--- config.mk ---
export PLATFORM = sky130hd
export DESIGN_NAME = hls_srl_fifo_v2
export DESIGN_NICKNAME = d
export VERILOG_FILES = /design/src/rtl/hls_srl_fifo_v2.sv
export SDC_FILE = /design/constraint.sdc
export NUM_CORES = 1
export LEC_CHECK = 0
export CORE_AREA = 5 5 42 44
export DETAILED_ROUTE_END_ITERATION = 8
export DIE_AREA = 0 0 47 49
export GPL_TIMING_DRIVEN = 0
export SYNTH_ARGS = -nofsm -noshare
export SYNTH_HDL_FRONTEND = slang
export SYNTH_SLANG_ARGS = --single-unit
--- constraint.sdc ---
create_clock -name clk -period 4.1 [get_ports clk]
set_input_delay 0.82 -clock clk [delete_from_list [all_inputs] [get_ports clk]]
set_output_delay 0.82 -clock clk [all_outputs]
set_load 0.02 [all_outputs]
--- src/rtl/hls_srl_fifo_v2.sv ---
// rtl/hls_srl_fifo_v2.sv - shift-register FIFO with registered flags, flush and optional output register
// Data shifts in at SRL index 0 and is read at cnt-1; OUT_REG adds one holding stage (capacity DEPTH+1).
module hls_srl_fifo_v2 #(
  parameter int DATA_WIDTH = 1,
  parameter int ADDR_WIDTH = 1,
  parameter int DEPTH      = 2,
  parameter int AF_MARGIN  = 1,
  parameter int OUT_REG    = 0
) (
  input  logic                  clk,
  input  logic                  reset,
  input  logic                  flush,
  input  logic                  if_write,
  input  logic [DATA_WIDTH-1:0] if_din,
  output logic                  if_full_n,
  input  logic                  if_read,
  output logic [DATA_WIDTH-1:0] if_dout,
  output logic                  if_empty_n,
  output logic                  if_almost_full,
  output logic [ADDR_WIDTH:0]   if_num_data_valid
);

  typedef enum logic {OEMPTY = 1'b0, OVALID = 1'b1} ostate_t;

  localparam bit                  USE_OREG = (OUT_REG != 0);
  localparam logic [ADDR_WIDTH:0] CNT_ONE  = (ADDR_WIDTH+1)'(1);
  localparam logic [ADDR_WIDTH:0] CNT_FULL = (ADDR_WIDTH+1)'(DEPTH);
  localparam logic [ADDR_WIDTH:0] CNT_AF   = (ADDR_WIDTH+1)'(DEPTH - AF_MARGIN);

  logic [DATA_WIDTH-1:0] srl_q [DEPTH];
  logic [ADDR_WIDTH:0]   cnt_q, cnt_d;
  ostate_t               state_q, state_d;
  logic [DATA_WIDTH-1:0] dout_q;
  logic                  full_n_q, empty_n_q, af_q;
  logic                  push_acc, pop_acc, load, srl_pop;
  logic [ADDR_WIDTH-1:0] raddr;

  assign raddr = (cnt_q == '0) ? '0 : ADDR_WIDTH'(cnt_q - CNT_ONE);

  // SRL storage is intentionally not reset; flush leaves it untouched too.
  always_ff @(posedge clk) begin
    if (push_acc) begin
      srl_q[0] <= if_din;
      for (int i = 1; i < DEPTH; i++) begin
        srl_q[i] <= srl_q[i-1];
      end
    end
  end

  always_ff @(posedge clk or posedge reset) begin
    if (reset) begin
      state_q   <= OEMPTY;
      cnt_q     <= '0;
      full_n_q  <= 1'b1;
      empty_n_q <= 1'b0;
      af_q      <= 1'b0;
      dout_q    <= '0;
    end else begin
      state_q   <= state_d;
      cnt_q     <= cnt_d;
      full_n_q  <= (cnt_d != CNT_FULL);
      empty_n_q <= (cnt_d != '0);
      af_q      <= (cnt_d >= CNT_AF);
      if (load) begin
        dout_q <= srl_q[raddr];
      end
    end
  end

  always_comb begin
    push_acc = if_write & full_n_q & ~flush;
    pop_acc  = 1'b0;
    load     = 1'b0;
    state_d  = state_q;
    if (USE_OREG) begin
      pop_acc = if_read & (state_q == OVALID) & ~flush;
      // Refill the output stage whenever it is empty or being drained this cycle.
      load    = ~flush & (cnt_q != '0) & ((state_q == OEMPTY) | pop_acc);
      if (flush) begin
        state_d = OEMPTY;
      end else begin
        unique case (state_q)
          OEMPTY:  if (load) state_d = OVALID;
          OVALID:  if (pop_acc && !load) state_d = OEMPTY;
          default: state_d = OEMPTY;
        endcase
      end
    end else begin
      pop_acc = if_read & empty_n_q & ~flush;
    end
    srl_pop = USE_OREG ? load : pop_acc;
    cnt_d   = cnt_q;
    if (flush) begin
      cnt_d = '0;
    end else begin
      unique case ({push_acc, srl_pop})
        2'b10:   cnt_d = cnt_q + CNT_ONE;
        2'b01:   cnt_d = cnt_q - CNT_ONE;
        default: cnt_d = cnt_q;
      endcase
    end
  end

  always_comb begin
    if_full_n      = full_n_q;
    if_almost_full = af_q;
    if (USE_OREG) begin
      if_empty_n        = (state_q == OVALID);
      if_dout           = dout_q;
      if_num_data_valid = cnt_q + {{ADDR_WIDTH{1'b0}}, (state_q == OVALID)};
    end else begin
      if_empty_n        = empty_n_q;
      if_dout           = srl_q[raddr];
      if_num_data_valid = cnt_q;
    end
  end

endmodule

==> results of run 1 <==
## routing by layer
| layer | GRT usage, % | wire (µm) |
|---|---|---|
| met1 | 5.17 | 199 |
| met4 | 6.91 | 10 |
| met3 | 5.54 | 49 |
| met5 | 0 | 0 |
| met2 | 10.9 | 339 |
## area by class of cell
cell class / instances / area [µm²] / share of cell area, %
repair buffers: 11 / 110 / 23.3
well taps: 16 / 20.0 / 4.23
plain buffers: 1 / 7.51 / 1.59
multi-input cells: 16 / 129 / 27.2
inverters: 5 / 18.8 / 3.97
flip-flops and latches: 6 / 161 / 34.1
clock buffers: 4 / 26.3 / 5.56
## state kept, by name, indices dropped and copies added, names as in the netlist
name	count
if_full_n	1
if_almost_full	1
if_num_data_valid	2
srl_q	2
## power by group through the flow
stage	combinational, µW	clock (µW)	sequential, µW
after detailed placement	47.5	0	72.2
after floorplan	21.5	0	77.1
after global placement	47.1	0	72.2
after global routing	51.6	69.6	72.1
final	47.4	59.8	71.1
after CTS	48.4	63.9	71.2
## logic make-up after synthesis
logic type / count (synthesis) / share of synthesized area, %
and+or+nand+nor: 7 / 9.88
buffers and inverters: 6 / 8.30
DFF: 6 / 51.0
AOI/OAI and AO/OA: 3 / 8.69
muxes: 3 / 10.3
adders and majority gates: 3 / 11.9
## per-stage QoR
stage / instance area, µm² / utilization [%] / hold WS [ns]
5_1_grt: 473 / 33.8 / 0.474
2_1_floorplan: 317 / - / 0.422
6_report: 473 / 33.8 / 0.457
3_3_place_gp: 447 / 31.9 / 0.443
4_1_cts: 473 / 33.8 / 0.466
3_5_place_dp: 447 / 31.9 / 0.453
## worst paths after layout
kind	slack, ns	depth (start not counted)	end	start
setup reg to reg	2.29	6	if_almost_full	if_full_n
max in group asynchronous	3.13	2	if_full_n	reset
setup / recovery	1.58	4	if_dout	if_num_data_valid[0]
min in group asynchronous	0.76	2	if_num_data_valid[1]	reset
hold reg to reg	0.46	0	srl_q[1]	srl_q[0]
hold / removal	0.46	0	srl_q[1]	srl_q[0]
## cell usage in the layout, fill, tap and decap left out
master / Yosys / routed
nand2_1: 3 / 3
a211oi_2: 1 / 1
clkbuf_1: 0 / 1
dfstp_2: 1 / 1
clkbuf_4: 0 / 3
nor2b_1: 1 / 1
dfrtp_1: 3 / 3
clkdlybuf4s50_1: 0 / 11
mux2_2: 2 / 2
mux2i_1: 1 / 1
edfxtp_1: 2 / 2
nor2_1: 2 / 2
inv_1: 5 / 5
or2_2: 1 / 1
buf_4: 1 / 1
ha_1: 3 / 3
o21bai_1: 2 / 2
## worst max-delay path, delay by kind of cell (launching register included)
family                     cells  cell delay, ns
adders and majority gates      1            0.16
buffers and inverters          2            0.61
DFF                            1            0.37
muxes                          1            0.32
==> metrics.md, run 1 <==
| Metric | Value |
|---|---|
| Status | `finished clean` |
| Worst path cell trace | `inv_1 -> ha_1 -> mux2_2 -> clkdlybuf4s50_1` |
| Core footprint | `0.00140 mm²` |
| Max incr delay on CP | `0.53 ns` |
| RSZ-0062 raised after global routing | `no` |
| Area leader, netlist | `dfrtp_1` |
| Pwr Density | `377 mW/mm²` |
| Die area | `0.00230 mm²` |
| Switching power total | `47.6 µW` |
| Final worst slack | `1.58 ns` |
| FP Rows | `14` |
| Postcts setup bufs | `0` |
| Non-Filler Instances | `59` |
| Mapped Cells | `28` |
| Global-route wire length before repair | `1020 µm` |
| Initial antenna violation count | `0` |
| Count leader, synth | `inv_1` |
| CTS sink count | `6` |
| Design Power | `178 µW` |
| Hold/Removal Path Class | `reg -> reg` |
| GR Util All Layers | `7.16%` |
| Final hold violations | `0` |
| Crit Path Category | `reg -> out` |
| Iteration-0 DRC Markers | `1` |
| Root Buffer | `clkbuf_4` |
| Critical path startpoint category | `register` |
| Part of the cycle the worst path needs | `61.5%` |
| Finish-stage setup viols | `0` |
| Drt wl/cell | `10.2 µm` |
| Yosys cell types | `14` |
| Vias in the first global route | `248` |
| Clock Skew | `0.0105 ns` |
| Skew-Pair Late Insertion Delay | `0.25 ns` |
| Commonest cells in the netlist | `5 x inv_1, 3 x dfrtp_1, 3 x ha_1, 3 x nand2_1` |
| Via count | `240` |
| Net count after synthesis | `37` |
| Cts bufs inserted | `3` |
| CTS max path bufs | `2` |
| Layout cells sized above 1 | `20.9%` |
| Post-synthesis async set-or-reset flop share | `66.7%` |
| Area growth syn-to-layout | `49.4%` |
| Initial Util | `22.6%` |
| Inserted Diodes | `0` |
| Slew at the pin closest to its max-slew limit | `0.238 ns` |
| Filler instances | `162` |
| Main area contributors after synthesis | `dfrtp_1 24%, edfxtp_1 19%, ha_1 12%` |
| Post-synthesis sequential area ratio | `51.0%` |
| Sw frac | `26.7%` |
| Gate power share | `26.6%` |
| Post-CTS Resized | `0` |
| GPL Wtd Cong | `0.669` |
| Max Clk Rate | `0.396 GHz` |
| Final HPWL DP | `475 µm` |
| Max Slew Vio Count | `0` |
| Num ports | `12` |
| Grt ovf | `0` |
| Residual DRC | `0` |
| Final ANT Viol Nets | `0` |
| Routed wire length | `599 µm` |
| Leak pwr | `0.000215 µW` |
| Largest net degree at the start of global routing | `6` |
| Total negative slack | `0 ns` |
| CTS tree | `built` |
| Die Y | `49 µm` |
| #FFs+latches synth | `6` |
| Clock power frac | `33.5%` |
| Post-placement cell count | `55` |
| Max VDD drop | `0.000127 V` |
| Seq pwr share | `39.9%` |
| Worst-path clk slew | `0.05 ns` |
| H-tree level count | `1` |
| Syn. warnings | `0` |
| Pre-CTS setup slack | `1.48 ns` |
| Slowest cell on crit path | `clkdlybuf4s50_1` |
| Main synth FF type | `dfrtp_1` |
| Crit path max fanout | `2` |
| Post-synth EDFFs | `2` |
| Arrival time at the worst endpoint | `1.70 ns` |
| DRT Pass-1 Iters | `2` |
| Max Cap Violations | `0` |
| Port bufs | `11` |
| Hold Buf Count CTS | `0` |
| Synth top area share | `23.7%` |
| Die Wd | `47 µm` |
| Layout Nets | `53` |
| CP Capture Type | `primary output` |
| Syn Std Cell Area | `317 µm²` |
| Mapped Avg Cell Area | `11.3 µm²` |
| Pint | `131 µW` |
| Fin crit period | `2.52 ns` |
| Slew headroom | `84.1%` |
| Worst endpoint required time | `3.28 ns` |
| Via density | `4.07` |
Power figures use the tool's default switching activity.
==> inputs of run 2 (changes only) <==
==> constraint.sdc (replaced) <==
create_clock -name clk -period 2.32 [get_ports clk]
set_input_delay 0.464 -clock clk [delete_from_list [all_inputs] [get_ports clk]]
set_output_delay 0.464 -clock clk [all_outputs]
set_load 0.02 [all_outputs]
==> results of run 2 <==
The final DEF is identical to that of run 1. Status: finished clean.
Among the figures that moved: setup slack after placement 1.48 ns -> 0.0569 ns; clock-pin slew on the worst setup and hold paths 0.05 ns -> 0.04 ns; setup slack after layout 1.58 ns -> 0.153 ns; hold slack 0.457 ns -> 0.408 ns; register-to-register setup slack 2.29 ns -> 0.51 ns; total power 178 µW -> 315 µW; worst IR drop on VDD 0.000127 V -> 0.000225 V
